`src/rtl/prog_loader.sv`:
```
// Boot-image loader: validates an "ASRM" header, copies the payload into program
// memory, verifies an 8-bit additive checksum and only then releases the CPU.
module prog_loader #(
    parameter int unsigned ADDR_WIDTH = 6
) (
    input  logic                  clk,
    input  logic                  reset,
    input  logic                  restart,
    input  logic [7:0]            in_data,
    input  logic                  in_valid,
    output logic                  in_ready,
    output logic [ADDR_WIDTH-1:0] mem_addr,
    output logic [7:0]            mem_data,
    output logic                  mem_we,
    output logic                  cpu_reset_n,
    output logic                  done,
    output logic                  error
);

    localparam int unsigned DEPTH   = 1 << ADDR_WIDTH;
    localparam int unsigned MAX_LEN = DEPTH - 4;
    localparam int unsigned LEN_W   = 16;

    typedef enum logic [2:0] {
        S_MAGIC,
        S_LEN_LO,
        S_LEN_HI,
        S_DATA,
        S_CHECK,
        S_DONE,
        S_ERROR
    } state_t;

    state_t                  state_q, state_d;
    logic [1:0]              idx_q, idx_d;
    logic [LEN_W-1:0]        len_q, len_d;
    logic [LEN_W-1:0]        cnt_q, cnt_d;
    logic [7:0]              sum_q, sum_d;
    logic                    in_ready_q, in_ready_d;
    logic                    mem_we_q, mem_we_d;
    logic [ADDR_WIDTH-1:0]   mem_addr_q, mem_addr_d;
    logic [7:0]              mem_data_q, mem_data_d;
    logic                    done_q, done_d;
    logic                    error_q, error_d;
    logic                    cpu_reset_n_q, cpu_reset_n_d;
    logic                    accept_c;

    // Expected header byte for a given magic index ("ASRM").
    function automatic logic [7:0] magic_byte(input logic [1:0] i);
        logic [7:0] b;
        case (i)
            2'd0:    b = 8'h41;
            2'd1:    b = 8'h53;
            2'd2:    b = 8'h52;
            default: b = 8'h4D;
        endcase
        return b;
    endfunction

    assign accept_c = in_valid && in_ready_q;

    // Next-state, counters and registered-output targets.
    always_comb begin
        state_d    = state_q;
        idx_d      = idx_q;
        len_d      = len_q;
        cnt_d      = cnt_q;
        sum_d      = sum_q;
        mem_we_d   = 1'b0;
        mem_addr_d = mem_addr_q;
        mem_data_d = mem_data_q;

        case (state_q)
            S_MAGIC: begin
                if (accept_c) begin
                    if (in_data == magic_byte(idx_q)) begin
                        mem_we_d   = 1'b1;
                        mem_addr_d = ADDR_WIDTH'(idx_q);
                        mem_data_d = in_data;
                        if (idx_q == 2'd3) begin
                            idx_d   = 2'd0;
                            state_d = S_LEN_LO;
                        end else begin
                            idx_d = idx_q + 2'd1;
                        end
                    end else begin
                        state_d = S_ERROR;
                    end
                end
            end
            S_LEN_LO: begin
                if (accept_c) begin
                    len_d   = {len_q[15:8], in_data};
                    state_d = S_LEN_HI;
                end
            end
            S_LEN_HI: begin
                if (accept_c) begin
                    len_d = {in_data, len_q[7:0]};
                    cnt_d = '0;
                    // Oversize images would overrun memory, so they abort here.
                    if (32'({in_data, len_q[7:0]}) > MAX_LEN) begin
                        state_d = S_ERROR;
                    end else if ({in_data, len_q[7:0]} == 16'd0) begin
                        state_d = S_CHECK;
                    end else begin
                        state_d = S_DATA;
                    end
                end
            end
            S_DATA: begin
                if (accept_c) begin
                    mem_we_d   = 1'b1;
                    mem_addr_d = ADDR_WIDTH'(cnt_q + 16'd4);
                    mem_data_d = in_data;
                    sum_d      = sum_q + in_data;
                    cnt_d      = cnt_q + 16'd1;
                    if ((cnt_q + 16'd1) == len_q) begin
                        state_d = S_CHECK;
                    end
                end
            end
            S_CHECK: begin
                if (accept_c) begin
                    state_d = (in_data == sum_q) ? S_DONE : S_ERROR;
                end
            end
            S_DONE, S_ERROR: begin
                if (restart) begin
                    state_d = S_MAGIC;
                    idx_d   = 2'd0;
                    len_d   = '0;
                    cnt_d   = '0;
                    sum_d   = '0;
                end
            end
            default: begin
                state_d = S_MAGIC;
            end
        endcase

        // Status outputs track the state being entered so they are registered.
        in_ready_d    = (state_d != S_DONE) && (state_d != S_ERROR);
        done_d        = (state_d == S_DONE);
        error_d       = (state_d == S_ERROR);
        cpu_reset_n_d = (state_d == S_DONE);
    end

    // State and output registers with asynchronous active-low reset.
    always_ff @(posedge clk or negedge reset) begin
        if (!reset) begin
            state_q       <= S_MAGIC;
            idx_q         <= 2'd0;
            len_q         <= '0;
            cnt_q         <= '0;
            sum_q         <= '0;
            in_ready_q    <= 1'b0;
            mem_we_q      <= 1'b0;
            mem_addr_q    <= '0;
            mem_data_q    <= '0;
            done_q        <= 1'b0;
            error_q       <= 1'b0;
            cpu_reset_n_q <= 1'b0;
        end else begin
            state_q       <= state_d;
            idx_q         <= idx_d;
            len_q         <= len_d;
            cnt_q         <= cnt_d;
            sum_q         <= sum_d;
            in_ready_q    <= in_ready_d;
            mem_we_q      <= mem_we_d;
            mem_addr_q    <= mem_addr_d;
            mem_data_q    <= mem_data_d;
            done_q        <= done_d;
            error_q       <= error_d;
            cpu_reset_n_q <= cpu_reset_n_d;
        end
    end

    assign in_ready    = in_ready_q;
    assign mem_we      = mem_we_q;
    assign mem_addr    = mem_addr_q;
    assign mem_data    = mem_data_q;
    assign done        = done_q;
    assign error       = error_q;
    assign cpu_reset_n = cpu_reset_n_q;

endmodule
```
`config.mk`:
```
export PLATFORM = sky130hd
export DESIGN_NAME = prog_loader
export DESIGN_NICKNAME = d
export VERILOG_FILES = /design/src/rtl/prog_loader.sv
export SDC_FILE = /design/constraint.sdc
export NUM_CORES = 1
export LEC_CHECK = 0
export CORE_ASPECT_RATIO = 0.9
export CORE_MARGIN = 5
export CORE_UTILIZATION = 50
export DETAILED_ROUTE_END_ITERATION = 10
export MAX_ROUTING_LAYER = met4
export PLACE_DENSITY = 0.82
export SYNTH_ARGS = -nofsm -noshare
export SYNTH_HDL_FRONTEND = slang
export SYNTH_SLANG_ARGS = --single-unit
```
`constraint.sdc`:
```
create_clock -name clk -period 3.5 [get_ports clk]
set_clock_uncertainty 0.2 [all_clocks]
set_input_delay 0.35 -clock clk [delete_from_list [all_inputs] [get_ports clk]]
set_output_delay 0.35 -clock clk [all_outputs]
set_load 0.05 [all_outputs]
```
# Word-level counts from Yosys, hierarchy flattened
# Cells that the tools add are included.
# word_totals
reg_bits	63
# op_classes
n_mux	43
n_eq_ne	22
addsub	4
reduce_logical	18
order_cmp	1
bitwise	2
# ops
operator	n
$pmux 16 s3	2
$mux 16	4
$mux 8	8
$mux 3	11
$pmux 8 s2	2
$reduce_and 4->1	5
$mux 6	3
$pmux 3 s6	1
$add 16x1->16 const B	1
$eq 16x16->1	1
$eq 8x8->1	2
$gt 16x6->1 const B	1
$logic_not 16->1	1
$eq 3x3->1 const B	5
$pmux 5 s3	1
$ne 2x2->1 const B	6
$pmux 6 s2	1
$mux 2	5
$reduce_bool 2->1	5
$add 8x8->8	1
$add 6x3->6 const B	1
$eq 3x2->1 const B	2
$ne 3x3->1 const B	2
$eq 2x2->1 const B	2
other kinds (13)	17

# Logic depth before layout (Yosys ltp)
# Gate-level depths: netlist of run 1.
# depth
depth_word	10
ltp_mapped	10
mapped_depth_nobuf	9

# Worst setup path before layout of run 1
# No wires, ideal clock.
# synth_path
path_type	register -> register
start	register cnt_q[0]
end	register state_q[1]
path_buffers	2
arrival_time_ns	2.316
path_slack_ns	0.851
path_stages_with_launch	11
cell_sequence	dfrtp_1 ha_1 buf_2 and4_4 buf_6 a211oi_1 a211o_1 nand3_1 or4_4 a2111oi_4 o21ai_1
# synth_between
elab_chain_len	5
# synth_lines
item	line	source
start: declaration	37	logic [LEN_W-1:0] cnt_q, cnt_d;
start signal: assignment	168	cnt_q <= cnt_d;
$add 16x1->16	118	if ((cnt_q + 16'd1) == len_q) begin
$eq 16x16->1	118	
$mux 3	118	
$mux 3	112	if (accept_c) begin
$pmux 3 s6	73	case (state_q)
via state_d[1]	34	state_t state_q, state_d;
end signal: assignment	165	state_q <= state_d;
end: declaration	34	
# The timed path passes the listed nets, and every way through them passes these cells.
# A chain may end at the register's enable or synchronous reset.

# Worst setup path in the final report of run 1
# layout_path
start	register idx_q[0]
end	register mem_data_q[0], in the netlist mem_data[0]
# layout_between
elab_chain_len	7
elab_cells_between_ends	9
classes_between	eq/ne: 4; mux: 3; reduce/logical: 2
# layout_lines
item	line	source
start: declaration	35	logic [1:0] idx_q, idx_d;
start signal: assignment	166	idx_q <= idx_d;
$eq 2x2->1 (tied with other cells)	51	case (i)
$pmux 5 s3 (*)	51	
$mux 8 (*)	75	if (accept_c) begin
$mux 8 (*)	73	
$eq 8x8->1 (*)	76	if (in_data == magic_byte(idx_q)) begin
$ne 2x2->1 (no source line) (*)	--	
$reduce_and 4->1 (no source line) (*)	--	
end signal: assignment	173	mem_data_q <= mem_data_d;
end: declaration	42	logic [7:0] mem_data_q, mem_data_d;
# Every way passes the cells marked *; elsewhere a longest branch is shown, timed or not. The select of a mux whose other input is x is not followed.

==> results of run 1 <==
## power by group through the flow
stage,sequential [mW],clock (mW),combinational [mW]
3_5_place_dp,1.09,0,1.15
4_1_cts,1.08,0.593,1.16
3_3_place_gp,1.08,0,1.12
5_1_grt,1.10,0.625,1.26
2_1_floorplan,1.23,0,0.625
6_report,1.09,0.584,1.17
## per-stage QoR
| step | total power, mW | instance area (um2) |
|---|---|---|
| floorplan | 1.86 | 3770 |
| global placement | 2.20 | 4160 |
| detailed placement | 2.24 | 4160 |
| CTS | 2.83 | 4340 |
| global route | 2.98 | 4340 |
| finish | 2.84 | 4340 |
## cell families after synthesis
family                   after synthesis  synth area share, %
adder cells (fa/ha/maj)               12                 4.18
AO/OA/AOI/OAI                         98                 16.2
multiplexers                          13                 3.71
XOR/XNOR                              38                 8.82
flip-flops                            63                 41.8
buffers and inverters                 29                 3.78
AND/OR/NAND/NOR                      163                 21.5
## final cells by class
class / count / share of cell area, %
Inverter: 7 / 0.606
Timing Repair Buffer: 41 / 8.71
Clock buffer: 10 / 3.17
Tap cell: 96 / 2.77
Multi-Input combinational cell: 324 / 47.4
Sequential cell: 63 / 36.3
Clock inverter: 6 / 1.04
## layer usage
layer | wire length [um] | track usage [%] | share of wire [%] | vias to the layer above
met5 | 0 | - | 0 | -
met4 | 242 | 7.75 | 2.6 | 0
met3 | 836 | 5.05 | 9.0 | 34
met2 | 4240 | 32.2 | 46 | 180
met1 | 3970 | 28.5 | 43 | 1544
li1 | - | - | - | 1535
## cell usage after synthesis (2+ instances only)
master	number
nand2_1	69
dfrtp_1	63
o21ai_0	47
nand3_1	26
xnor2_1	21
nor2_1	20
xor2_1	17
a21oi_1	12
clkbuf_1	12
ha_1	11
nor3_1	11
inv_1	7
nor4_1	7
a21o_1	6
buf_2	6
o31ai_1	6
mux2_2	5
mux2i_1	5
a211oi_1	4
nand4_1	4
o211ai_1	4
and3_1	3
and4_4	3
buf_6	3
mux2_1	3
nand3b_1	3
a22o_1	2
a22oi_1	2
a31oi_1	2
nand2b_1	2
o21ai_1	2
o22ai_1	2
## state kept, by name, summed over array words and instances (netlist names), 2 cells and up
signal,cells
sum_q,8
len_q,16
mem_data,8
idx_q,2
cnt_q,16
mem_addr,6
state_q,3
## worst max path at each step
stage                           from  depth (start not counted)     endpoint  slack, ns
after floorplan             cnt_q[0]                         10   state_q[1]       0.85
after global placement    in_data[4]                          7  mem_data[0]       0.42
after detailed placement  in_data[4]                          7  mem_data[2]       0.34
after CTS                   idx_q[0]                          8  mem_data[2]       0.52
after global routing        cnt_q[0]                          8     in_ready       0.32
final                       idx_q[0]                          8  mem_data[0]       0.55
==> impl_metrics.env, run 1 <==
export IMPL_cap_violations=0
export IMPL_power_density_nw_per_um2=653
export IMPL_yosys_top_cells_area="dfrtp_1 (42%), nand2_1 (6.9%), o21ai_0 (6.2%), xnor2_1 (4.9%), xor2_1 (3.9%)"
export IMPL_relSlewSlack_pct=27.0
export IMPL_clock_path_buffers=2
export IMPL_post_route_util_pct=58.4
export IMPL_grt_pass1_vias=3131
export IMPL_worstPathArrival_ns=2.99
export IMPL_yosysWarnings=0
export IMPL_critPathKind="reg -> reg"
export IMPL_portBuffers=30
export IMPL_status="complete, but fails checks"
export IMPL_final_antenna_net_count=0
export IMPL_p_seq_share_pct=38.3
export IMPL_synth_top_area_share_pct=41.8
export IMPL_vdd_drop_max_v=0.000565
export IMPL_p_int_mw=1.61
export IMPL_critPathLaunchType="register"
export IMPL_place_ws_ns=0.338
export IMPL_grt_max_degree=51
export IMPL_fp_row_count=30
export IMPL_htreeDepth=3
export IMPL_path_buf_inv=1
export IMPL_finalHoldViolations=7
export IMPL_clk_latency_ns=0.35
export IMPL_max_freq_mhz=339
export IMPL_reg2reg_to="mem_data[0]"
export IMPL_synth_avg_cell_area_um2=9.07
export IMPL_core_region_area_um2=7430
export IMPL_violations="hold timing"
export IMPL_drt_iter0_drc=278
export IMPL_syn_num_nets=440
export IMPL_rsz0062_at_grt="no"
export IMPL_synthArstFlopShare_pct=100
export IMPL_synth_distinct_cells=58
export IMPL_cts_buffers_inserted=9
export IMPL_switching_power_mw=1.22
export IMPL_r2r_cells=8
export IMPL_via_count=3293
export IMPL_die_w_um=102
export IMPL_vias_per_cell=6.02
export IMPL_drt_total_wl_um=9290
export IMPL_worst_hold_path_type="in -> async"
export IMPL_path_cells="inv_1, ha_1, and3b_1, o22ai_1, nor3_1, and2_1, nor2_1, mux2_2"
export IMPL_grt_pass1_wl_um=15300
export IMPL_syn_area_um2=3770
export IMPL_swShare_pct=43.2
export IMPL_critPathSlowestCell="nor2_1"
export IMPL_period_needed_ns=2.95
export IMPL_required_ns=3.54
export IMPL_worst_path_largest_cell_delay_ns=0.68
export IMPL_crit_fanout=13
export IMPL_final_common_cell="nand2_1"
export IMPL_cts_hold_buffers=0
export IMPL_rrSetupSlack_ns=0.55
export IMPL_fillCellCount=646
export IMPL_p_leak_nw=1.89
export IMPL_initial_utilization_pct=50.8
export IMPL_io_pin_count=31
export IMPL_clkPwrFrac_pct=20.6
export IMPL_n_antenna_cell=0
export IMPL_worstMarginPinSlew_ns=1.09
export IMPL_cts_tree="yes"
export IMPL_drc=0
export IMPL_whs_ns=-0.00124
export IMPL_seqCellArea_um2=1580
export IMPL_die_area_um2=9390
export IMPL_path_delay_family="simple AND/OR/NAND/NOR gates"
export IMPL_ys_ff_latch=63
export IMPL_cp_end_kind="register"
export IMPL_grt_usage_pct=21.5
export IMPL_final_cells=547
export IMPL_cts_repair_resized=0
export IMPL_area_growth_pct=14.9
export IMPL_overflow=0
export IMPL_fin_crit_sh_pct=84.3
export IMPL_dp_cells=531
export IMPL_nets=470
export IMPL_finalSetupViolCount=0
export IMPL_synth_edff_count=0
export IMPL_r2r_start="idx_q[0]"
export IMPL_synth_ff_type="dfrtp_1"
export IMPL_cts_sinks=63
export IMPL_die_y_um=92.4
export IMPL_fin_tns_setup_ns=0
export IMPL_antenna_found_initial=0
export IMPL_slew_viol_final=0
export IMPL_yosysTopAreaCell="dfrtp_1"
export IMPL_final_cell_mix="nand2_1 (69), dfrtp_1 (63), o21ai_0 (47), clkdlybuf4s50_1 (29), nand3_1 (26)"
export IMPL_comb_power_share_pct=41.1
export IMPL_multiInputGateArea_um2=2060
export IMPL_setup_slack_ns=0.549
export IMPL_cts_setup_buffers=0
export IMPL_layout_drive_gt1_share_pct=9.98
export IMPL_clockRootBuffer="clkbuf_8"
export IMPL_clk_pin_slew_worst_paths_ns=0.07
export IMPL_yosysSeqAreaShare_pct=41.8
export IMPL_first_pass_iters=6
export IMPL_gp_congestion=0.950
export IMPL_wl_per_cell_um=17.0
export IMPL_syn_inst=416
export IMPL_place_hpwl_um=6710
(Power assumes the default switching activity.)
==> run 2, diff against run 1 <==
Settings changed: PLACE_DENSITY 0.82 to 0.85.
Clock period 3.5 ns to 2.7 ns, I/O delays scaled along.
==> run 2 against run 1 <==
  * The run now ends clean
  * Design area increased by 5.8%
  * Utilization increased by 3.4 points
  * Global-route usage increased by 2.2 points
  * Count of clock-buffer cells in the layout increased by 1
  * Combinational power increased by 37%
  * Clock power increased by 60%
  * Sequential power increased by 26%
  * Critical path type unchanged
  * Critical endpoint is now state_q[1]
  * Largest cell class unchanged
==> impl_metrics.env, run 2 (synthesis gave the netlist of run 1 again) <==
export IMPL_status="finished clean"
export IMPL_period_needed_ns=2.62
export IMPL_gp_congestion=0.967
export IMPL_final_antenna_net_count=0
export IMPL_post_route_util_pct=61.8
export IMPL_wl_per_cell_um=18.1
export IMPL_worst_hold_path_type="reg -> reg"
export IMPL_final_cell_mix="nand2_1 (69), dfrtp_1 (60), o21ai_0 (47), buf_4 (33), clkdlybuf4s50_1 (29)"
export IMPL_total_power_mw=3.90
export IMPL_drt_total_wl_um=10300
export IMPL_clockRootBuffer="clkbuf_8"
export IMPL_gr_usage_met2_pct=36.7
export IMPL_fin_crit_sh_pct=97.2
export IMPL_cts_setup_buffers=0
export IMPL_clk_pin_slew_worst_paths_ns=0.07
export IMPL_drt_iter0_drc=440
export IMPL_finalHoldViolations=0
export IMPL_fillCellCount=601
export IMPL_final_common_cell="nand2_1"
export IMPL_portBuffers=30
export IMPL_power_density_nw_per_um2=850
export IMPL_p_leak_nw=2.02
export IMPL_fp_row_count=30
export IMPL_grt_usage_pct=23.7
export IMPL_path_cells="ha_1, and4_4, a211oi_2, a211o_1, nand3_1, or4_4, a2111oi_4, o21ai_1"
export IMPL_setup_slack_ns=0.0751
export IMPL_core_region_area_um2=7430
export IMPL_seqCellArea_um2=1580
export IMPL_slew_viol_final=0
export IMPL_critPathSlowestCell="or4_4"
export IMPL_critPathLaunchType="register"
export IMPL_fin_tns_setup_ns=0
export IMPL_worstPathArrival_ns=2.64
export IMPL_critPathKind="reg -> reg"
export IMPL_finalSetupViolCount=0
export IMPL_die_y_um=92.4
export IMPL_htreeDepth=3
export IMPL_io_pin_count=31
export IMPL_rsz0062_at_grt="yes"
export IMPL_die_area_um2=9390
export IMPL_relSlewSlack_pct=47.1
export IMPL_area_growth_pct=21.6
export IMPL_place_hpwl_um=7150
export IMPL_n_antenna_cell=0
export IMPL_top_regs="cnt_q (16), len_q (16)"
export IMPL_multiInputGateArea_um2=2090
export IMPL_grtUsageMet3_pct=6.40
export IMPL_vias_per_cell=6.11
export IMPL_overflow=0
export IMPL_required_ns=2.72
export IMPL_grt_max_degree=64
export IMPL_cts_buffers_inserted=9
export IMPL_place_ws_ns=0.0281
export IMPL_grt_use_met1_pct=29.2
export IMPL_cts_tree="yes"
export IMPL_initial_utilization_pct=50.8
export IMPL_first_pass_iters=6
export IMPL_cp_end_kind="register"
export IMPL_grt_pass1_wl_um=17100
export IMPL_layout_drive_gt1_share_pct=16.0
export IMPL_clk_latency_ns=0.35
export IMPL_antenna_found_initial=0
export IMPL_cts_sinks=63
export IMPL_via_count=3485
export IMPL_top_usage_layer="met2"
export IMPL_nets=493
export IMPL_worst_path_largest_cell_delay_ns=0.54
export IMPL_max_freq_mhz=381
export IMPL_clock_path_buffers=2
export IMPL_die_w_um=102
export IMPL_drc=0
export IMPL_vdd_drop_max_v=0.000716
export IMPL_worstMarginPinSlew_ns=0.794
export IMPL_crit_fanout=6
export IMPL_cap_violations=0
export IMPL_grt_pass1_vias=3548
-- run 2: cell types whose count changed in the layout (fill, tap and decap cells not counted), sizes merged --
cell | previous run | this run
buf | 12 | 34
inv | 8 | 7
dlygate4sd3 | 0 | 1
clkbuf | 10 | 11
bufinv | 0 | 2
clkinvlp | 3 | 1
-- run 2: path summary, 6_finish.rpt --
path | depth (start not counted) | startpoint | slack [ns] | end
max | 8 | cnt_q[0] | 0.08 | state_q[1]
min | 2 | mem_addr[0] | 0.30 | mem_addr[0]
max reg2reg | 8 | cnt_q[0] | 0.08 | state_q[1]
min reg2reg | 2 | mem_addr[0] | 0.30 | mem_addr[0]
max in group asynchronous | 3 | reset | 1.32 | cnt_q[1]
min in group asynchronous | 3 | reset | 0.41 | len_q[8]
-- run 2: through the flow --
stage,cells,area (um2),hold WS (ns)
after CTS,570,4550,0.300
after floorplan,416,3770,-0.226
after detailed placement,553,4320,0.278
after global placement,553,4320,0.265
final,570,4590,0.296
after global routing,570,4590,0.320
-- run 2: repair_timing --
item,CTS,global route
hold buffers,1,0
gates resized for setup,0,10
hold endpoints to repair,63,0
setup endpoints to repair,0,6
-- run 2: power breakdown --
group          internal, mW  switching (mW)
Sequential             1.15           0.215
Clock                 0.545           0.389
Combinational         0.603           0.996
-- run 2: final cells by class --
class | instances | share of cell area [%]
flip-flops and latches | 63 | 34.4
clock buffers | 11 | 3.08
well taps | 96 | 2.62
repair buffers | 64 | 12.0
clock inverters | 5 | 1.77
multi-input cells | 324 | 45.5
inverters | 7 | 0.572
-- run 2: routing by layer --
| metal | wire length, um | share of wire [%] |
|---|---|---|
| met5 | 0 | 0 |
| met3 | 835 | 8.1 |
| met4 | 320 | 3.1 |
| met1 | 4170 | 40 |
| met2 | 4980 | 48 |
-- run 2: critical path, delay by kind of cell, from the launching register on --
family / cells / cell delay [ns]
AND/OR/NAND/NOR: 3 / 0.83
AO/OA/AOI/OAI: 4 / 0.80
flip-flops: 1 / 0.44
adder cells (fa/ha/maj): 1 / 0.23
